==> src/rtl/draw_pkg.sv <==
// -----------------------------------------------------------------------------
// draw_pkg
// Shared types and defaults for the circle drawing sequencer and its helpers.
//   draw_state_e      : sequencer state encoding (idle, clear, draw, done)
//   SCREEN_W_DEF      : default visible width in pixels
//   SCREEN_H_DEF      : default visible height in pixels
//   CLEAR_COLOUR_DEF  : default colour written by the clear sweep
// -----------------------------------------------------------------------------
package draw_pkg;

   typedef enum logic [1:0] {
      StIdle  = 2'd0,
      StClear = 2'd1,
      StDraw  = 2'd2,
      StDone  = 2'd3
   } draw_state_e;

   localparam int unsigned SCREEN_W_DEF     = 160;
   localparam int unsigned SCREEN_H_DEF     = 120;
   localparam logic [2:0]  CLEAR_COLOUR_DEF = 3'b000;

endpackage

==> src/rtl/fill_sweep.sv <==
// -----------------------------------------------------------------------------
// fill_sweep
// Raster counter covering a W x H screen, x outer and y inner. Advances one
// pixel per enabled cycle and wraps back to (0,0) after the last pixel.
//   clk, rst_n : clock, asynchronous active-low reset
//   i_en       : advance to the next pixel
//   i_clr      : synchronously return to (0,0); wins over i_en
//   o_x, o_y   : current pixel coordinate
//   o_last     : current pixel is (W-1, H-1)
// -----------------------------------------------------------------------------
module fill_sweep
   import draw_pkg::*;
#(
   parameter int unsigned W = SCREEN_W_DEF,
   parameter int unsigned H = SCREEN_H_DEF
) (
   input  logic       clk,
   input  logic       rst_n,
   input  logic       i_en,
   input  logic       i_clr,
   output logic [7:0] o_x,
   output logic [6:0] o_y,
   output logic       o_last
);

   localparam logic [7:0] XMax = 8'(W - 1);
   localparam logic [6:0] YMax = 7'(H - 1);

   logic [7:0] r_x;
   logic [6:0] r_y;
   logic       w_x_end;
   logic       w_y_end;

   assign w_x_end = (r_x == XMax);
   assign w_y_end = (r_y == YMax);

   always_ff @(posedge clk or negedge rst_n) begin
      if (!rst_n) begin
         r_x <= '0;
         r_y <= '0;
      end else if (i_clr) begin
         r_x <= '0;
         r_y <= '0;
      end else if (i_en) begin
         if (w_y_end) begin
            r_y <= '0;
            r_x <= w_x_end ? '0 : r_x + 8'd1;
         end else begin
            r_y <= r_y + 7'd1;
         end
      end
   end

   assign o_x    = r_x;
   assign o_y    = r_y;
   assign o_last = w_x_end & w_y_end;

endmodule

==> src/rtl/circle_draw_ctrl.sv <==
// -----------------------------------------------------------------------------
// circle_draw_ctrl
// Sequencer in front of the circle engine. On start it clears the screen to
// CLEAR_COLOUR, then runs the circle engine with latched geometry and forwards
// its pixel stream to the VGA bus, dropping points that fall off-screen.
//   clk, rst_n               : clock, asynchronous active-low reset
//   i_start                  : level request, held until o_done is seen
//   i_centre_x/_y, i_radius,
//   i_colour                 : geometry, sampled when start is accepted
//   o_done                   : operation complete
//   o_circ_start             : start to the circle engine (held during draw)
//   o_circ_centre_x/_y,
//   o_circ_radius,
//   o_circ_colour            : latched geometry to the circle engine
//   i_circ_done              : completion from the circle engine
//   i_circ_x/_y, i_circ_colour,
//   i_circ_plot              : pixel stream from the circle engine
//   o_vga_x/_y, o_vga_colour,
//   o_vga_plot               : single pixel bus to the VGA adapter
// -----------------------------------------------------------------------------
module circle_draw_ctrl
   import draw_pkg::*;
#(
   parameter int unsigned SCREEN_W     = SCREEN_W_DEF,
   parameter int unsigned SCREEN_H     = SCREEN_H_DEF,
   parameter logic [2:0]  CLEAR_COLOUR = CLEAR_COLOUR_DEF
) (
   input  logic       clk,
   input  logic       rst_n,
   input  logic       i_start,
   input  logic [7:0] i_centre_x,
   input  logic [6:0] i_centre_y,
   input  logic [7:0] i_radius,
   input  logic [2:0] i_colour,
   output logic       o_done,
   output logic       o_circ_start,
   output logic [7:0] o_circ_centre_x,
   output logic [6:0] o_circ_centre_y,
   output logic [7:0] o_circ_radius,
   output logic [2:0] o_circ_colour,
   input  logic       i_circ_done,
   input  logic [7:0] i_circ_x,
   input  logic [6:0] i_circ_y,
   input  logic [2:0] i_circ_colour,
   input  logic       i_circ_plot,
   output logic [7:0] o_vga_x,
   output logic [6:0] o_vga_y,
   output logic [2:0] o_vga_colour,
   output logic       o_vga_plot
);

   draw_state_e r_state;
   logic [7:0]  r_cx;
   logic [6:0]  r_cy;
   logic [7:0]  r_radius;
   logic [2:0]  r_colour;
   logic        r_done;
   logic        r_circ_start;

   logic [7:0]  w_sweep_x;
   logic [6:0]  w_sweep_y;
   logic        w_sweep_last;
   logic        w_sweep_en;
   logic        w_sweep_clr;
   logic        w_on_screen;

   // Sweep is parked at (0,0) whenever idle so a new start always begins there.
   assign w_sweep_en  = (r_state == StClear);
   assign w_sweep_clr = (r_state == StIdle);

   fill_sweep #(
      .W (SCREEN_W),
      .H (SCREEN_H)
   ) u_fill_sweep (
      .clk    (clk),
      .rst_n  (rst_n),
      .i_en   (w_sweep_en),
      .i_clr  (w_sweep_clr),
      .o_x    (w_sweep_x),
      .o_y    (w_sweep_y),
      .o_last (w_sweep_last)
   );

   // Sequencer: state plus registered done / circ_start.
   always_ff @(posedge clk or negedge rst_n) begin
      if (!rst_n) begin
         r_state      <= StIdle;
         r_cx         <= '0;
         r_cy         <= '0;
         r_radius     <= '0;
         r_colour     <= '0;
         r_done       <= 1'b0;
         r_circ_start <= 1'b0;
      end else begin
         unique case (r_state)
            StIdle: begin
               if (i_start) begin
                  r_cx     <= i_centre_x;
                  r_cy     <= i_centre_y;
                  r_radius <= i_radius;
                  r_colour <= i_colour;
                  r_state  <= StClear;
               end
            end
            StClear: begin
               if (w_sweep_last) begin
                  r_state      <= StDraw;
                  r_circ_start <= 1'b1;
               end
            end
            StDraw: begin
               if (i_circ_done) begin
                  r_state      <= StDone;
                  r_circ_start <= 1'b0;
                  r_done       <= 1'b1;
               end
            end
            StDone: begin
               // A start dropped earlier makes this a single-cycle pulse.
               if (!i_start) begin
                  r_state <= StIdle;
                  r_done  <= 1'b0;
               end
            end
            default: begin
               r_state      <= StIdle;
               r_done       <= 1'b0;
               r_circ_start <= 1'b0;
            end
         endcase
      end
   end

   // Widened compares so the clip stays correct for any screen parameter.
   assign w_on_screen = ({1'b0, i_circ_x} < 9'(SCREEN_W)) &&
                        ({1'b0, i_circ_y} < 8'(SCREEN_H));

   // Bus mux: only the clear sweep or the engine ever drives it, never both.
   always_comb begin
      o_vga_x      = '0;
      o_vga_y      = '0;
      o_vga_colour = '0;
      o_vga_plot   = 1'b0;
      unique case (r_state)
         StClear: begin
            o_vga_x      = w_sweep_x;
            o_vga_y      = w_sweep_y;
            o_vga_colour = CLEAR_COLOUR;
            o_vga_plot   = 1'b1;
         end
         StDraw: begin
            o_vga_x      = i_circ_x;
            o_vga_y      = i_circ_y;
            o_vga_colour = i_circ_colour;
            o_vga_plot   = i_circ_plot & w_on_screen;
         end
         default: begin
            o_vga_plot = 1'b0;
         end
      endcase
   end

   assign o_done          = r_done;
   assign o_circ_start    = r_circ_start;
   assign o_circ_centre_x = r_cx;
   assign o_circ_centre_y = r_cy;
   assign o_circ_radius   = r_radius;
   assign o_circ_colour   = r_colour;

endmodule
==> config.mk <==
export PLATFORM = sky130hd
export DESIGN_NAME = circle_draw_ctrl
export DESIGN_NICKNAME = d
export VERILOG_FILES = /design/src/rtl/draw_pkg.sv /design/src/rtl/fill_sweep.sv /design/src/rtl/circle_draw_ctrl.sv
export SDC_FILE = /design/constraint.sdc
export NUM_CORES = 1
export LEC_CHECK = 0
export ABC_AREA = 1
export CAP_MARGIN = 20
export CORE_ASPECT_RATIO = 0.7
export CORE_UTILIZATION = 35
export DETAILED_ROUTE_END_ITERATION = 7
export GPL_ROUTABILITY_DRIVEN = 0
export GPL_TIMING_DRIVEN = 0
export PLACE_DENSITY = 0.69
export SETUP_SLACK_MARGIN = 0.5
export SLEW_MARGIN = 10
export SYNTH_ARGS = -nofsm -noshare
export SYNTH_HDL_FRONTEND = slang
export SYNTH_HIERARCHICAL = 1
export SYNTH_SLANG_ARGS = --single-unit
==> constraint.sdc <==
create_clock -name clk -period 4.4 [get_ports clk]
set_input_delay 0.44 -clock clk [delete_from_list [all_inputs] [get_ports clk]]
set_output_delay 0.44 -clock clk [all_outputs]
set_load 0.02 [all_outputs]
==> impl_metrics.env, run 1 <==
export IMPL_area_growth_pct=46.3
export IMPL_powerDensity_nw_per_um2=617
export IMPL_gr_total_overflow=0
export IMPL_rr_endpoint="r_state[0]$_DFFE_PN0P_"
export IMPL_ys_seq_elements=45
export IMPL_min_path_type="primary input to asynchronous set/reset pin"
export IMPL_synth_top_area_share_pct=44.0
export IMPL_cp_slowest_cell="clkdlybuf4s50_1"
export IMPL_drive_above_1_share_pct=15.5
export IMPL_clockBufferDepth=2
export IMPL_drt_first_pass_iters=4
export IMPL_rsz0062_at_grt="no"
export IMPL_worst_slew_pin_slew_ps=432
export IMPL_cts_resized=0
export IMPL_diodes=0
export IMPL_cts_tree="built"
export IMPL_maxCapViolCount=0
export IMPL_rr_startpoint="u_fill_sweep/o_x[0]$_DFFE_PN0P_"
export IMPL_worst_path_buf_inv=4
export IMPL_syn_inst=283
export IMPL_synth_seq_area_share_pct=44.0
export IMPL_worst_setup_path_start_kind="flip-flop"
export IMPL_gr_usage_all_layers_pct=17.0
export IMPL_outcome="finished, final reports clean"
export IMPL_num_rows=25
export IMPL_die_height_um=73.6
export IMPL_fmax_ghz=0.346
export IMPL_drcViolationCount=0
export IMPL_io_pins=96
export IMPL_cts_sinks=45
export IMPL_synth_area_um2=2560
export IMPL_holdWs_ps=57.9
export IMPL_nets=441
export IMPL_crit_path_end_kind="output pin"
export IMPL_syn_nets=338
export IMPL_cts_root_buf="clkbuf_8"
export IMPL_die_area_um2=7670
export IMPL_synthTopCellsByArea="dfrtp_1, nand2_1, mux2_4"
export IMPL_h_tree_depth=2
export IMPL_worstSkewPairLatency_ps=290
export IMPL_ys_warn_count=6
export IMPL_start_util_pct=37.0
export IMPL_antenna_left=0
export IMPL_seqCellArea_um2=1130
export IMPL_n_fill_cell=650
export IMPL_preCtsSetupSlack_ps=1830
export IMPL_critical_path_cell_chain="inv_1, ha_1, buf_4, buf_2, nand2_1, a21oi_1, clkdlybuf4s50_1"
export IMPL_setup_viol=0
export IMPL_clkTransAtPathRegs_ps=80
export IMPL_worstPathArrival_ps=2450
export IMPL_relSlewSlack_pct=71.2
export IMPL_rrSetupSlack_ps=2570
export IMPL_crit_start="r_state[1]$_DFFE_PN0P_"
export IMPL_synth_area_leader_cell="dfrtp_1"
export IMPL_antenna_found_initial=0
export IMPL_grt_pass1_wl_mm=10.4
export IMPL_cts_buffers=5
export IMPL_via_per_inst=4.65
export IMPL_worst_ep_required_time_ps=3960
export IMPL_rr_worst_depth=8
export IMPL_grt_pass1_vias=2146
export IMPL_place_port_buffers=95
export IMPL_die_w_um=104
export IMPL_routedWlPerCell_um=13.0
export IMPL_vias=2236
export IMPL_crit_family="buffers and inverters"
export IMPL_slew_viol_final=0
export IMPL_multiInputGateArea_um2=1260
export IMPL_postCtsHoldBufs=0
export IMPL_avgSynthCellArea_um2=9.05
export IMPL_setup_tns_final_ps=0
export IMPL_final_util_pct=54.2
export IMPL_cts_setup_buffers=0
export IMPL_drt_iter0_markers=107
export IMPL_min_period_ps=2890
export IMPL_worstPathMaxFanout=10
export IMPL_finalClockSkew_ps=3.88
export IMPL_critical_path_class="flip-flop to output pin"
export IMPL_critical_path_max_stage_delay_ps=620
export IMPL_p_leak_nw=1.71
export IMPL_hold_violations=0
export IMPL_routed_wl_mm=6.27
export IMPL_coreArea_um2=6910
export IMPL_timing_final_ws_setup_ps=1510
export IMPL_grt_max_degree=31
export IMPL_max_vdd_ir_drop_mv=0.288
export IMPL_final_cell_mix="clkdlybuf4s50_1, nand2_1, dfrtp_1"
export IMPL_yosysUniqueCellTypes=34
export IMPL_hpwlAfterDp_mm=4.93
export IMPL_total_power_w=0.00231
export IMPL_period_share_pct=65.6
export IMPL_layout_commonest_cell="clkdlybuf4s50_1"
-- power by group --
part | switching [W] | internal, W | leakage, nW
Sequential | 0.0000992 | 0.000568 | 0.562
Combinational | 0.000705 | 0.000658 | 1.09
Clock | 0.000138 | 0.000142 | 0.0542
-- through the flow --
step           std cells  cell area, um^2
2_1_floorplan        283             2560
3_3_place_gp         472             3630
3_5_place_dp         473             3640
4_1_cts              481             3740
5_1_grt              481             3740
6_report             481             3740
-- sequential cells by signal, summed over array words and instances, names as in the netlist --
name,count
r_state,2
o_circ_colour,3
o_circ_centre_x,8
u_fill_sweep/o_y,7
u_fill_sweep/o_x,8
o_circ_start,1
o_circ_centre_y,7
o_done,1
o_circ_radius,8
-- synthesized netlist by cell type --
master	instances
nand2_1	87
dfrtp_1	45
inv_1	24
mux2_4	20
a21oi_1	17
nor2_1	17
o21ai_0	12
nand3_1	11
ha_1	6
mux2_2	6
nand2_2	4
buf_2	3
nand2_4	3
buf_12	2
buf_4	2
inv_2	2
nand4_1	2
nor2_2	2
o21ai_1	2
xnor2_1	2
a211oi_1	1
a21boi_0	1
clkbuf_1	1
clkinv_2	1
nand3_2	1
nand3_4	1
nand3b_1	1
nor2_4	1
nor3_1	1
nor3b_1	1
o21ai_4	1
o21bai_1	1
or2_2	1
xor2_1	1
-- routing by layer --
layer	vias up	global-route usage, %	wire length, um	share of wire (%)
met1	1060	24.2	3190	51
met4	0	2.86	35	0.56
met3	2	3.19	248	4.0
met2	60	27.6	2790	45
li1	1114	-	-	-
met5	-	0	0	0
-- cell families (layout without fill, tap and decap cells) --
kind of cell               Yosys count  count (layout)  synth area share [%]
and+or+nand+nor                    133             133                  23.2
DFF                                 45              45                  44.0
AOI/OAI and AO/OA                   35              35                  7.58
buffers and inverters               35             139                  6.89
muxes                               26              26                  14.4
adders and majority gates            6               6                  2.93
xor gates and xnor gates             3               3                  1.03
-- cell type report --
type,instances,share of cell area [%]
Clock inverter,1,0.134
Tap cell,94,3.14
Sequential cell,45,30.1
Buffer,8,1.97
Timing Repair Buffer,96,25.8
Inverter,27,2.74
Clock buffer,7,2.57
Multi-Input combinational cell,203,33.6
-- how the worst max path moves through the flow --
stage | endpoint | cells after the start | slack [ps]
after global placement | o_circ_centre_x[1]$_DFFE_PN0P_ | 1 | 1510
after CTS | o_vga_x[4] | 7 | 1490
final | o_vga_x[5] | 7 | 1510
after floorplan | o_vga_y[3] | 6 | 2490
after detailed placement | o_vga_x[4] | 7 | 1830
after global routing | o_vga_x[0] | 7 | 1310
Note: power is estimated with default switching activity, not from simulation.
==> run 2, diff against run 1 <==
- clock period: 4.4 -> 2.8 ns (I/O delays scaled with it)
==> run 2 against run 1 <==
Against the previous run: final cell count increased by 0.62%; clock power increased by 57%; wire length increased by 2.2%; die area unchanged; largest power group unchanged; critical path depth unchanged; largest cell class unchanged; highest routed layer unchanged; critical endpoint is now o_vga_x[4]; worst hold slack improved by 390 ps; clock-buffer cell count unchanged.
==> impl_metrics.env, run 2 (synthesized netlist as in run 1, its figures left out) <==
export IMPL_h_tree_depth=2
export IMPL_die_height_um=73.6
export IMPL_diodes=0
export IMPL_critical_path_class="flip-flop to output pin"
export IMPL_timing_final_ws_setup_ps=578
export IMPL_hold_violations=0
export IMPL_final_cell_mix="nand2_1, clkdlybuf4s50_1, dfrtp_1"
export IMPL_worst_setup_path_start_kind="flip-flop"
export IMPL_grt_pass1_vias=2169
export IMPL_die_area_um2=7670
export IMPL_drt_first_pass_iters=4
export IMPL_place_port_buffers=95
export IMPL_via_per_inst=4.64
export IMPL_cts_sinks=45
export IMPL_setup_viol=0
export IMPL_critical_path_max_stage_delay_ps=410
export IMPL_slew_viol_final=0
export IMPL_crit_family="buffers and inverters"
export IMPL_gr_usage_all_layers_pct=17.1
export IMPL_maxCapViolCount=0
export IMPL_max_vdd_ir_drop_mv=0.453
export IMPL_grt_pass1_wl_mm=10.4
export IMPL_rsz0062_at_grt="yes"
export IMPL_clockBufferDepth=2
export IMPL_grt_max_degree=31
export IMPL_n_fill_cell=654
export IMPL_num_rows=25
export IMPL_coreArea_um2=6910
export IMPL_nets=444
export IMPL_crit_path_end_kind="output pin"
export IMPL_min_path_type="primary input to asynchronous set/reset pin"
export IMPL_cts_tree="built"
export IMPL_gr_total_overflow=0
export IMPL_drive_above_1_share_pct=19.0
export IMPL_worst_path_buf_inv=4
export IMPL_antenna_left=0
export IMPL_worst_slew_pin_slew_ps=403
export IMPL_worstPathMaxFanout=10
export IMPL_cts_buffers=5
export IMPL_p_leak_nw=1.81
export IMPL_worstSkewPairLatency_ps=290
export IMPL_relSlewSlack_pct=73.1
export IMPL_worst_ep_required_time_ps=2520
export IMPL_powerDensity_nw_per_um2=964
export IMPL_outcome="finished, final reports clean"
export IMPL_layout_commonest_cell="nand2_1"
export IMPL_setup_tns_final_ps=0
export IMPL_worstPathArrival_ps=1940
export IMPL_min_period_ps=2220
export IMPL_fmax_ghz=0.450
export IMPL_drt_iter0_markers=113
export IMPL_finalClockSkew_ps=3.85
export IMPL_final_util_pct=54.8
export IMPL_drcViolationCount=0
export IMPL_critical_path_cell_chain="inv_1, ha_4, buf_4, clkbuf_4, nand2_1, a21oi_1, clkdlybuf4s15_1"
export IMPL_hpwlAfterDp_mm=4.93
export IMPL_cp_slowest_cell="dfrtp_1"
export IMPL_routed_wl_mm=6.40
export IMPL_routedWlPerCell_um=13.2
export IMPL_period_share_pct=79.4
export IMPL_start_util_pct=37.0
export IMPL_cts_root_buf="clkbuf_8"
export IMPL_area_growth_pct=47.9
export IMPL_io_pins=96
export IMPL_seqCellArea_um2=1130
export IMPL_holdWs_ps=444
export IMPL_clkTransAtPathRegs_ps=80
export IMPL_multiInputGateArea_um2=1270
export IMPL_antenna_found_initial=0
export IMPL_vias=2246
export IMPL_preCtsSetupSlack_ps=388
export IMPL_die_w_um=104
-- run 2: path summary, 6_finish.rpt --
check                                                       end  slack [ps]  depth (start not counted)                       startpoint
worst min-delay path            u_fill_sweep/o_y[5]$_DFFE_PN0P_         440                          2                            rst_n
worst max register to register           r_state[0]$_DFFE_PN0P_         980                          8  u_fill_sweep/o_x[0]$_DFFE_PN0P_
worst max-delay path                                 o_vga_x[4]         580                          7           r_state[1]$_DFFE_PN0P_
worst min register to register   o_circ_centre_x[3]$_DFFE_PN0P_         510                          1   o_circ_centre_x[3]$_DFFE_PN0P_
max in group asynchronous              o_circ_start$_DFFE_PN0P_        1860                          3                            rst_n
min in group clk                 o_circ_centre_x[3]$_DFFE_PN0P_         510                          1   o_circ_centre_x[3]$_DFFE_PN0P_
-- run 2: repair_timing --
action                                 CTS  global route
resized for setup                       35            15
hold buffers                             1             0
setup endpoints to repair               19            16
gates cloned                             0             0
setup buffers                            0             2
endpoints found under the hold margin   15             0
-- run 2: per-layer routing --
| metal | wire length, um | track usage (%) |
|---|---|---|
| met5 | 0 | 0 |
| met4 | 34 | 2.86 |
| met3 | 232 | 3.19 |
| met2 | 2890 | 27.8 |
| met1 | 3250 | 24.4 |
-- run 2: final cells by class --
class,count,share of cell area (%)
plain buffers,8,2.18
clock buffers,7,2.54
clock inverters,1,0.132
inverters,27,2.71
multi-input cells,203,33.6
flip-flops and latches,45,29.7
well taps,94,3.11
repair buffers,99,26.0
-- run 2: worst reg2reg max path, delay by kind of cell, from the launching register on --
kind | cells | cell delay [ps]
AO/OA/AOI/OAI | 2 | 350
adder cells (fa/ha/maj) | 1 | 210
flip-flops | 1 | 460
AND/OR/NAND/NOR | 5 | 690
-- run 2: power breakdown --
group	switching, W	internal [W]	total, W	leakage (nW)
sequential	0.000159	0.000892	0.00105	0.562
combinational	0.00112	0.00104	0.00216	1.19
clock	0.000217	0.000223	0.000441	0.0542
-- run 2: metrics by stage --
step	cells	power [W]	cell area, um^2
floorplan	283	0.00234	2560
global placement	472	0.00318	3630
detailed placement	473	0.00321	3640
CTS	482	0.00365	3760
global route	484	0.00391	3790
finish	484	0.00365	3790
==> run 3, diff against run 2 <==
- clock period: 2.8 -> 2.2 ns (I/O delays scaled with it)
==> run 3 against run 2 <==
Against the previous run: global-route usage increased by 1.3 points; sequential cell count unchanged; power increased by 47%; via count increased by 4.9%; first-iteration DRC count increased by 48%; combinational power increased by 60%.
==> impl_metrics.env, run 3 (synthesized netlist as in run 1, its figures left out) <==
export IMPL_clockBufferDepth=2
export IMPL_grt_pass1_vias=2298
export IMPL_grt_max_degree=31
export IMPL_finalNonFillerCells=501
export IMPL_worst_slew_pin_slew_ps=383
export IMPL_setup_tns_final_ps=0
export IMPL_grt_pass1_wl_mm=11.2
export IMPL_worstPathArrival_ps=1590
export IMPL_vias=2357
export IMPL_via_per_inst=4.70
export IMPL_diodes=0
export IMPL_outcome="finished, final reports clean"
export IMPL_relSlewSlack_pct=74.5
export IMPL_nets=461
export IMPL_die_w_um=104
export IMPL_min_period_ps=1810
export IMPL_hold_violations=0
export IMPL_n_fill_cell=606
export IMPL_io_pins=96
export IMPL_routed_wl_mm=6.93
export IMPL_gr_total_overflow=0
export IMPL_cts_root_buf="clkbuf_8"
export IMPL_period_share_pct=82.4
export IMPL_drcViolationCount=0
export IMPL_worst_setup_path_start_kind="flip-flop"
export IMPL_place_port_buffers=95
export IMPL_worstPathMaxFanout=6
export IMPL_h_tree_depth=2
export IMPL_antenna_left=0
export IMPL_slew_viol_final=0
export IMPL_area_growth_pct=60.8
export IMPL_maxCapViolCount=0
export IMPL_critical_path_class="flip-flop to output pin"
export IMPL_hpwlAfterDp_mm=4.93
export IMPL_routedWlPerCell_um=13.8
export IMPL_drive_above_1_share_pct=34.9
export IMPL_start_util_pct=37.0
export IMPL_layout_commonest_cell="clkdlybuf4s50_1"
export IMPL_crit_path_end_kind="output pin"
export IMPL_finalClockSkew_ps=3.54
export IMPL_worst_ep_required_time_ps=1980
export IMPL_die_area_um2=7670
export IMPL_cts_buffers=5
export IMPL_max_vdd_ir_drop_mv=0.658
export IMPL_rsz0062_at_grt="yes"
export IMPL_worstSkewPairLatency_ps=290
export IMPL_cts_sinks=45
export IMPL_p_leak_nw=1.89
export IMPL_clkTransAtPathRegs_ps=80
export IMPL_final_cell_mix="clkdlybuf4s50_1, nand2_1, dfrtp_1"
export IMPL_min_path_type="primary input to asynchronous set/reset pin"
export IMPL_powerDensity_nw_per_um2=1300
export IMPL_drt_first_pass_iters=4
export IMPL_antenna_found_initial=0
export IMPL_setup_viol=0
export IMPL_num_rows=25
export IMPL_gr_usage_all_layers_pct=18.4
export IMPL_die_height_um=73.6
export IMPL_dp_cells=473
export IMPL_cts_tree="built"
export IMPL_drt_iter0_markers=167
export IMPL_coreArea_um2=6910
export IMPL_fmax_ghz=0.551
run 3: cell types whose count changed in the layout (fill, tap and decap cells not counted), sizes merged:
cell	previous run	this run
clkdlybuf4s15	8	0
dlygate4sd2	5	0
dlymetal6s2s	3	0
buf	13	46
run 3: what timing repair did:
action	4_1_cts	5_1_grt
setup endpoints to repair	42	29
gates cloned	3	0
endpoints found under the hold margin	15	0
resized for setup	136	36
hold buffers	1	0
setup buffers	11	5
pin swaps	6	14
run 3: cell type report:
| cell class | instances | area (um^2) | share of cell area (%) |
|---|---|---|---|
| Inverter | 27 | 108 | 2.61 |
| Clock inverter | 1 | 5.00 | 0.122 |
| Multi-Input combinational cell | 203 | 1420 | 34.4 |
| Tap cell | 94 | 118 | 2.86 |
| Sequential cell | 45 | 1130 | 27.4 |
| Timing Repair Buffer | 116 | 1130 | 27.5 |
| Buffer | 8 | 110 | 2.67 |
| Clock buffer | 7 | 96.3 | 2.34 |
run 3: routing by layer:
metal	vias up	GRT usage [%]	part of all wire [%]
met5	-	0	0
met4	0	3.17	1.1
met3	8	3.28	4.5
met2	78	30.8	46
met1	1110	25.6	49
li1	1161	-	-
run 3: stage by stage:
| stage | hold WS, ps | area, um^2 | worst slack [ps] | total power, W | util (%) |
|---|---|---|---|---|---|
| finish | 385 | 4120 | 386 | 0.00535 | 59.5 |
| floorplan | -75.6 | 2560 | 507 | 0.00298 | - |
| global placement | 487 | 3630 | -468 | 0.00405 | 52.5 |
| global route | 406 | 4120 | 331 | 0.00567 | 59.5 |
| CTS | 374 | 3960 | 389 | 0.00515 | 57.3 |
| detailed placement | 161 | 3640 | -152 | 0.00408 | 52.7 |
run 3: where the power goes:
group | switching, W | total [W] | internal, W
Sequential | 0.000199 | 0.00134 | 0.00114
Combinational | 0.00169 | 0.00345 | 0.00176
Clock | 0.000277 | 0.000562 | 0.000284
Total | 0.00217 | 0.00535 | 0.00318
run 3: worst paths after layout:
kind                                                  from  slack (ps)                              end  cells after the start
max                                 r_state[1]$_DFFE_PN0P_         390                       o_vga_y[1]                      7
min                                                  rst_n         380  u_fill_sweep/o_y[5]$_DFFE_PN0P_                      2
max reg2reg                u_fill_sweep/o_x[1]$_DFFE_PN0P_         630         o_circ_start$_DFFE_PN0P_                      8
min reg2reg                 o_circ_centre_x[3]$_DFFE_PN0P_         510   o_circ_centre_x[3]$_DFFE_PN0P_                      1
max in group asynchronous                            rst_n        1310           r_state[0]$_DFFE_PN0P_                      3
min in group clk            o_circ_centre_x[3]$_DFFE_PN0P_         510   o_circ_centre_x[3]$_DFFE_PN0P_                      1
run 3: critical path, cell delays in order (launching register included):
cell	delay [ps]
dfrtp_1	420
inv_2	130
ha_4	170
buf_6	130
buf_6	110
nand2_2	60
a21oi_2	160
buf_6	140
